File: config.mk
export PLATFORM = sky130hd
export DESIGN_NAME = fir_axis_source
export DESIGN_NICKNAME = d
export VERILOG_FILES = /design/src/rtl/fir_stream_pkg.sv /design/src/rtl/fir_src_fifo.sv /design/src/rtl/fir_axis_source.sv
export SDC_FILE = /design/constraint.sdc
export NUM_CORES = 1
export LEC_CHECK = 0
export CAP_MARGIN = 20
export CORE_MARGIN = 2
export CORE_UTILIZATION = 57
export DETAILED_ROUTE_END_ITERATION = 8
export GPL_TIMING_DRIVEN = 0
export HOLD_SLACK_MARGIN = 0.06
export PLACE_DENSITY = 0.84
export SKIP_LAST_GASP = 1
export SYNTH_ARGS = -nofsm -noshare
export SYNTH_HDL_FRONTEND = slang
export SYNTH_SLANG_ARGS = --single-unit
File: constraint.sdc
create_clock -name clk -period 3.4 [get_ports clk]
set_clock_uncertainty 0.15 [all_clocks]
set_input_delay 0.51 -clock clk [delete_from_list [all_inputs] [get_ports clk]]
set_output_delay 0.51 -clock clk [all_outputs]
set_load 0.01 [all_outputs]
File: src/rtl/fir_stream_pkg.sv
// Shared types and constants for the FIR sample source.
`timescale 1ns/1ps
package fir_stream_pkg;

    localparam int DATA_W = 6;

    typedef enum logic [1:0] {
        MODE_PASS    = 2'd0,
        MODE_IMPULSE = 2'd1,
        MODE_RAMP    = 2'd2,
        MODE_HOLD    = 2'd3
    } mode_e;

    localparam logic [DATA_W-1:0] IMPULSE_VAL = 6'h1F;

    typedef enum logic [2:0] {
        GEN_IDLE,
        GEN_IMP,
        GEN_ZEROS,
        GEN_DONE,
        GEN_RAMP
    } gen_state_e;

endpackage

File: src/rtl/fir_src_fifo.sv
// Show-ahead FIFO; head is visible on dout whenever not empty.
`timescale 1ns/1ps
module fir_src_fifo #(
    parameter int DEPTH  = 4,
    parameter int DATA_W = 6
) (
    input  logic                     clk,
    input  logic                     reset,
    input  logic                     push,
    input  logic                     pop,
    input  logic [DATA_W-1:0]        din,
    output logic [DATA_W-1:0]        dout,
    output logic                     empty,
    output logic                     full,
    output logic [$clog2(DEPTH):0]   level
);
    localparam int AW = $clog2(DEPTH);

    logic [AW:0]       wr_q, wr_d;
    logic [AW:0]       rd_q, rd_d;
    logic [DATA_W-1:0] mem_q [DEPTH];
    logic [DATA_W-1:0] mem_d [DEPTH];
    logic              do_push;
    logic              do_pop;

    assign level = wr_q - rd_q;
    assign empty = (wr_q == rd_q);
    assign full  = (wr_q[AW] != rd_q[AW]) &&
                   (wr_q[AW-1:0] == rd_q[AW-1:0]);
    assign dout  = mem_q[rd_q[AW-1:0]];

    // A pop frees the head slot, so a push into a full FIFO may proceed.
    assign do_pop  = pop & ~empty;
    assign do_push = push & (~full | do_pop);

    always_comb begin
        mem_d = mem_q;
        wr_d  = wr_q;
        rd_d  = rd_q;
        if (do_push) begin
            mem_d[wr_q[AW-1:0]] = din;
            wr_d = wr_q + 1'b1;
        end
        if (do_pop) begin
            rd_d = rd_q + 1'b1;
        end
    end

    always_ff @(posedge clk or posedge reset) begin
        if (reset) begin
            wr_q  <= '0;
            rd_q  <= '0;
            mem_q <= '{default: '0};
        end else begin
            wr_q  <= wr_d;
            rd_q  <= rd_d;
            mem_q <= mem_d;
        end
    end

endmodule

File: src/rtl/fir_axis_source.sv
// AXI-stream sample source for the FIR: pad capture FIFO or
// impulse/ramp generator, with overflow and transfer counters.
`timescale 1ns/1ps
module fir_axis_source
    import fir_stream_pkg::*;
#(
    parameter int DEPTH         = 4,
    parameter int IMPULSE_ZEROS = 15
) (
    input  logic                   clk,
    input  logic                   reset,
    input  logic [DATA_W-1:0]      pad_data,
    input  logic                   pad_strobe,
    input  logic [1:0]             mode,
    output logic [DATA_W-1:0]      m_axis_tdata,
    output logic                   m_axis_tvalid,
    input  logic                   m_axis_tready,
    output logic                   overflow,
    output logic [$clog2(DEPTH):0] fifo_level,
    output logic [7:0]             sent_count
);
    localparam int ZW = $clog2(IMPULSE_ZEROS + 1);
    localparam logic [ZW-1:0] Z_LAST = ZW'(IMPULSE_ZEROS - 1);

    logic [2:0]        strobe_q, strobe_d;
    logic [DATA_W-1:0] d1_q, d1_d;
    logic [DATA_W-1:0] d2_q, d2_d;
    mode_e             mode_q, mode_d;
    gen_state_e        gen_state_q, gen_state_d;
    logic [DATA_W-1:0] gen_data_q, gen_data_d;
    logic [ZW-1:0]     zcnt_q, zcnt_d;
    logic              overflow_q, overflow_d;
    logic [7:0]        sent_q, sent_d;

    logic              xfer;
    logic              mode_ld;
    logic              mode_chg;
    logic              push;
    logic              in_pass;
    logic              fifo_push;
    logic              fifo_pop;
    logic              fifo_empty;
    logic              fifo_full;
    logic [DATA_W-1:0] fifo_dout;
    logic              gen_valid;

    assign xfer    = m_axis_tvalid & m_axis_tready;
    assign mode_ld = ~m_axis_tvalid | xfer;
    assign mode_d  = mode_ld ? mode_e'(mode) : mode_q;
    assign mode_chg = (mode_d != mode_q);

    // Strobe edge detect after two sync stages; data rides alongside s2.
    assign strobe_d = {strobe_q[1:0], pad_strobe};
    assign d1_d     = pad_data;
    assign d2_d     = d1_q;
    assign push     = strobe_q[1] & ~strobe_q[2];

    assign in_pass   = (mode_q == MODE_PASS);
    assign fifo_push = push & in_pass;
    assign fifo_pop  = xfer & in_pass;

    assign overflow_d = overflow_q | (fifo_push & fifo_full & ~fifo_pop);
    assign sent_d     = xfer ? sent_q + 8'd1 : sent_q;

    assign gen_valid = (gen_state_q == GEN_IMP) ||
                       (gen_state_q == GEN_ZEROS) ||
                       (gen_state_q == GEN_RAMP);

    fir_src_fifo #(
        .DEPTH (DEPTH),
        .DATA_W(DATA_W)
    ) u_fifo (
        .clk  (clk),
        .reset(reset),
        .push (fifo_push),
        .pop  (fifo_pop),
        .din  (d2_q),
        .dout (fifo_dout),
        .empty(fifo_empty),
        .full (fifo_full),
        .level(fifo_level)
    );

    // Any accepted mode change re-seeds the generator for the new mode.
    always_comb begin
        gen_state_d = gen_state_q;
        gen_data_d  = gen_data_q;
        zcnt_d      = zcnt_q;
        if (mode_chg || gen_state_q == GEN_IDLE) begin
            zcnt_d = '0;
            unique case (mode_d)
                MODE_IMPULSE: begin
                    gen_state_d = GEN_IMP;
                    gen_data_d  = IMPULSE_VAL;
                end
                MODE_RAMP: begin
                    gen_state_d = GEN_RAMP;
                    gen_data_d  = '0;
                end
                default: begin
                    gen_state_d = GEN_IDLE;
                    gen_data_d  = '0;
                end
            endcase
        end else if (xfer) begin
            unique case (gen_state_q)
                GEN_IMP: begin
                    gen_state_d = GEN_ZEROS;
                    gen_data_d  = '0;
                    zcnt_d      = '0;
                end
                GEN_ZEROS: begin
                    if (zcnt_q == Z_LAST) begin
                        gen_state_d = GEN_DONE;
                    end else begin
                        zcnt_d = zcnt_q + ZW'(1);
                    end
                end
                GEN_RAMP: begin
                    gen_data_d = gen_data_q + DATA_W'(1);
                end
                default: begin
                    gen_state_d = gen_state_q;
                end
            endcase
        end
    end

    always_comb begin
        m_axis_tvalid = 1'b0;
        m_axis_tdata  = '0;
        unique case (mode_q)
            MODE_PASS: begin
                m_axis_tvalid = ~fifo_empty;
                m_axis_tdata  = fifo_empty ? '0 : fifo_dout;
            end
            MODE_IMPULSE, MODE_RAMP: begin
                m_axis_tvalid = gen_valid;
                m_axis_tdata  = gen_valid ? gen_data_q : '0;
            end
            MODE_HOLD: begin
                m_axis_tvalid = 1'b0;
            end
        endcase
    end

    assign overflow   = overflow_q;
    assign sent_count = sent_q;

    always_ff @(posedge clk or posedge reset) begin
        if (reset) begin
            strobe_q    <= '0;
            d1_q        <= '0;
            d2_q        <= '0;
            mode_q      <= MODE_HOLD;
            gen_state_q <= GEN_IDLE;
            gen_data_q  <= '0;
            zcnt_q      <= '0;
            overflow_q  <= 1'b0;
            sent_q      <= '0;
        end else begin
            strobe_q    <= strobe_d;
            d1_q        <= d1_d;
            d2_q        <= d2_d;
            mode_q      <= mode_d;
            gen_state_q <= gen_state_d;
            gen_data_q  <= gen_data_d;
            zcnt_q      <= zcnt_d;
            overflow_q  <= overflow_d;
            sent_q      <= sent_d;
        end
    end

endmodule

==> results.cfg <==
[critical_path]
r2r-start = u_fifo.rd_q[1]$_DFFE_PP0P_
r2r-end = u_fifo.mem_q[2]$_DFFE_PP0P_
crit_end = m_axis_tdata[2]
cp-end-kind = output port
setup.worst_path.class = reg2out
worstSetupStartpoint = u_fifo.rd_q[1]$_DFFE_PP0P_
start_kind = flop
r2r_slack_ps = 750
critPathMaxFanout = 10
worstPathArrival_ps = 2580
r2r_cells = 7
worstPathRequired_ps = 2740

[placed_design]
gp_congestion = 0.842
port_buffers = 29
dpl.hpwl_um = 4570
preCtsSetupSlack_ps = -85.4

[logic_synthesis]
netlist_instances = 282
yosysWarnings = 0
synth_area_per_cell_um2 = 12.0
yosys.area.top_type_share_pct = 49.7
yosys-top-cells-count = dfrtp_1 (67), mux2_2 (29), nand2_1 (22), nor2_1 (16), xnor2_1 (14)
synth_area_leader_cell = dfrtp_1
ys_async_sr_fraction_pct = 100
ys_ff_latch = 69
synth_area_leaders = dfrtp_1 (50%), mux2_2 (9.7%), ha_1 (4.8%), mux4_2 (4.0%), xnor2_1 (3.6%)
ys.flop_type = dfrtp_1
ys_types = 45
netlist_area_um2 = 3370
synth_fp_nets = 308
synth_most_common_cell = dfrtp_1
synth_edf_count = 0
ys_seq_area_share_pct = 51.3

[clock_network]
clkTransAtPathRegs_ps = 70
postCtsSetupRepairBufs = 0
cts_buffers = 9
clk_latency_ps = 340
cts_tree = done
htreeDepth = 3
ctsRootBufferMaster = clkbuf_8
clock_sinks = 69
cts.path.max_buffers = 2

[global_routing]
grt_max_degree = 37
grt_usage_pct = 21.4
grt_pass1_vias = 2272
grt_pass1_wl_um = 10400
overflow = 0
antenna_found_initial = 0

[finish]
syn2layout_area_growth_pct = 17.3
drive_above_1_share_pct = 19.7
diodes = 0
num-nets-final = 348

[floorplan]
die_area_um2 = 6550
die_h_um = 80.9
initial_core_util_pct = 58.0
die_x_um = 80.9
ios = 31
rows = 28
core-area_um2 = 5820

[pwr]
internal_power_mw = 2.29
clockPowerShare_pct = 15.6
power.switching_mw = 1.39
p_total_mw = 3.68
p_leak_nw = 1.77
swShare_pct = 37.9
cellPowerDensity_nw_per_um2 = 930
seq_power_share_pct = 35.7
peakVddDrop_uv = 496
p_comb_share_pct = 48.7

[worst_hold_path]
min_path_cells = 0
hp-class = reg2reg

[status]
outcome = complete, no violations

[timing]
tns_ps = 0
setup_slack_ps = 163
slew_headroom_pct = 53.7
max_freq_ghz = 0.309
setup-violations-final = 0
hold_viol = 0
maxSlewViolCount = 0
fin_crit_ps = 3240
tightest_slew_ps = 693
fin_crit_sh_pct = 95.2
rsz0062_at_grt = false

[drt]
route.vias.total = 2335
remaining_drc_errors = 0
drt_wl_total_um = 6370
ant_nets = 0
drt_iter0_drc = 174
avgRoutedWirePerCell_um = 15.9
drtPass1Iterations = 4
via_per_inst = 5.84

[run]
maxCapViolCount = 0
[timing repair]
action | CTS | global route
gates resized for setup | 3 | 1
setup endpoints to repair | 7 | 5
cloned | 0 | 0
hold buffers | 0 | 0
[routing by layer]
metal	global-route usage, %	wire [µm]	up-vias
met5	0	0	-
met4	9.83	86	0
met3	4.00	199	11
met2	36.0	3250	50
met1	27.0	2830	1172
li1	-	-	1102
[cell type report]
| cell class | count | area, µm² |
|---|---|---|
| fillers | 419 | 1860 |
| flip-flops and latches | 69 | 1730 |
| multi-input cells | 194 | 1580 |
| repair buffers | 30 | 310 |
| clock buffers | 12 | 155 |
| well taps | 75 | 93.8 |
| inverters | 12 | 45.0 |
| plain buffers | 6 | 36.3 |
| clock inverters | 2 | 10.0 |
[layout by cell type (no fill, tap or decap), types with 3 or more instances in the layout]
| cell | Yosys | final |
|---|---|---|
| a21oi_1 | 10 | 10 |
| a22oi_1 | 7 | 7 |
| a32oi_1 | 4 | 4 |
| and3_1 | 3 | 3 |
| clkbuf_8 | 0 | 11 |
| clkdlybuf4s50_1 | 0 | 29 |
| dfrtp_1 | 67 | 66 |
| ha_1 | 13 | 13 |
| inv_1 | 12 | 11 |
| mux2_2 | 29 | 29 |
| mux4_2 | 6 | 6 |
| nand2_1 | 22 | 22 |
| nand3_1 | 9 | 9 |
| nand4_1 | 4 | 4 |
| nor2_1 | 16 | 16 |
| o211a_1 | 3 | 3 |
| o211ai_1 | 3 | 3 |
| o21ai_0 | 10 | 10 |
| o221ai_1 | 3 | 3 |
| or2_2 | 3 | 3 |
| or3_1 | 3 | 3 |
| xnor2_1 | 14 | 14 |
| xor2_1 | 5 | 5 |
[state kept, by name (all words and copies together) (netlist names)]
| signal | count |
|---|---|
| d1_q | 6 |
| d2_q | 6 |
| gen_data_q | 6 |
| gen_state_q | 3 |
| mode_q | 2 |
| overflow | 1 |
| sent_count | 8 |
| strobe_q | 3 |
| u_fifo.mem_q | 24 |
| u_fifo.rd_q | 3 |
| u_fifo.wr_q | 3 |
| zcnt_q | 4 |
[logic make-up after synthesis]
family | after synthesis | synth area share, %
simple gates | 71 | 10.2
flops | 69 | 51.3
compound gates | 54 | 11.7
mux | 36 | 14.0
xor+xnor | 19 | 4.94
buf+inv | 19 | 2.45
fa+ha+maj | 14 | 5.42
[worst min path at each step]
stage          slack (ps)              start                end
6_report              200  d1_q[5]$_DFF_PP0_  d2_q[5]$_DFF_PP0_
5_1_grt               210  d1_q[5]$_DFF_PP0_  d2_q[5]$_DFF_PP0_
4_1_cts               200  d1_q[5]$_DFF_PP0_  d2_q[5]$_DFF_PP0_
3_5_place_dp          180  d1_q[5]$_DFF_PP0_  d2_q[5]$_DFF_PP0_
3_3_place_gp          180  d1_q[0]$_DFF_PP0_  d2_q[0]$_DFF_PP0_
2_1_floorplan         180  d1_q[0]$_DFF_PP0_  d2_q[0]$_DFF_PP0_
[critical path, cell delays in order, from the launching register on]
cell and delay, ps:
dfrtp_2 510, inv_1 80, ha_1 370, a31oi_4 260, buf_4 230, a22oi_1 80
nor2_1 130, clkdlybuf4s50_1 560
[through the flow]
stage,utilization (%),hold WS [ps],cell area (µm²),instances
final,68.0,198,3960,400
after global routing,68.0,208,3960,400
after CTS,67.9,200,3950,400
after detailed placement,64.9,185,3780,387
after global placement,64.6,183,3760,386
after floorplan,-,181,3370,282
[power groups by stage]
stage	clock (mW)	sequential [mW]	combinational, mW
after global routing	0.620	1.35	1.96
after detailed placement	0	1.31	1.77
after floorplan	0	1.26	1.23
final	0.572	1.31	1.79
after global placement	0	1.29	1.72
after CTS	0.586	1.31	1.78
No activity file was read; power rests on OpenSTA's default activity.
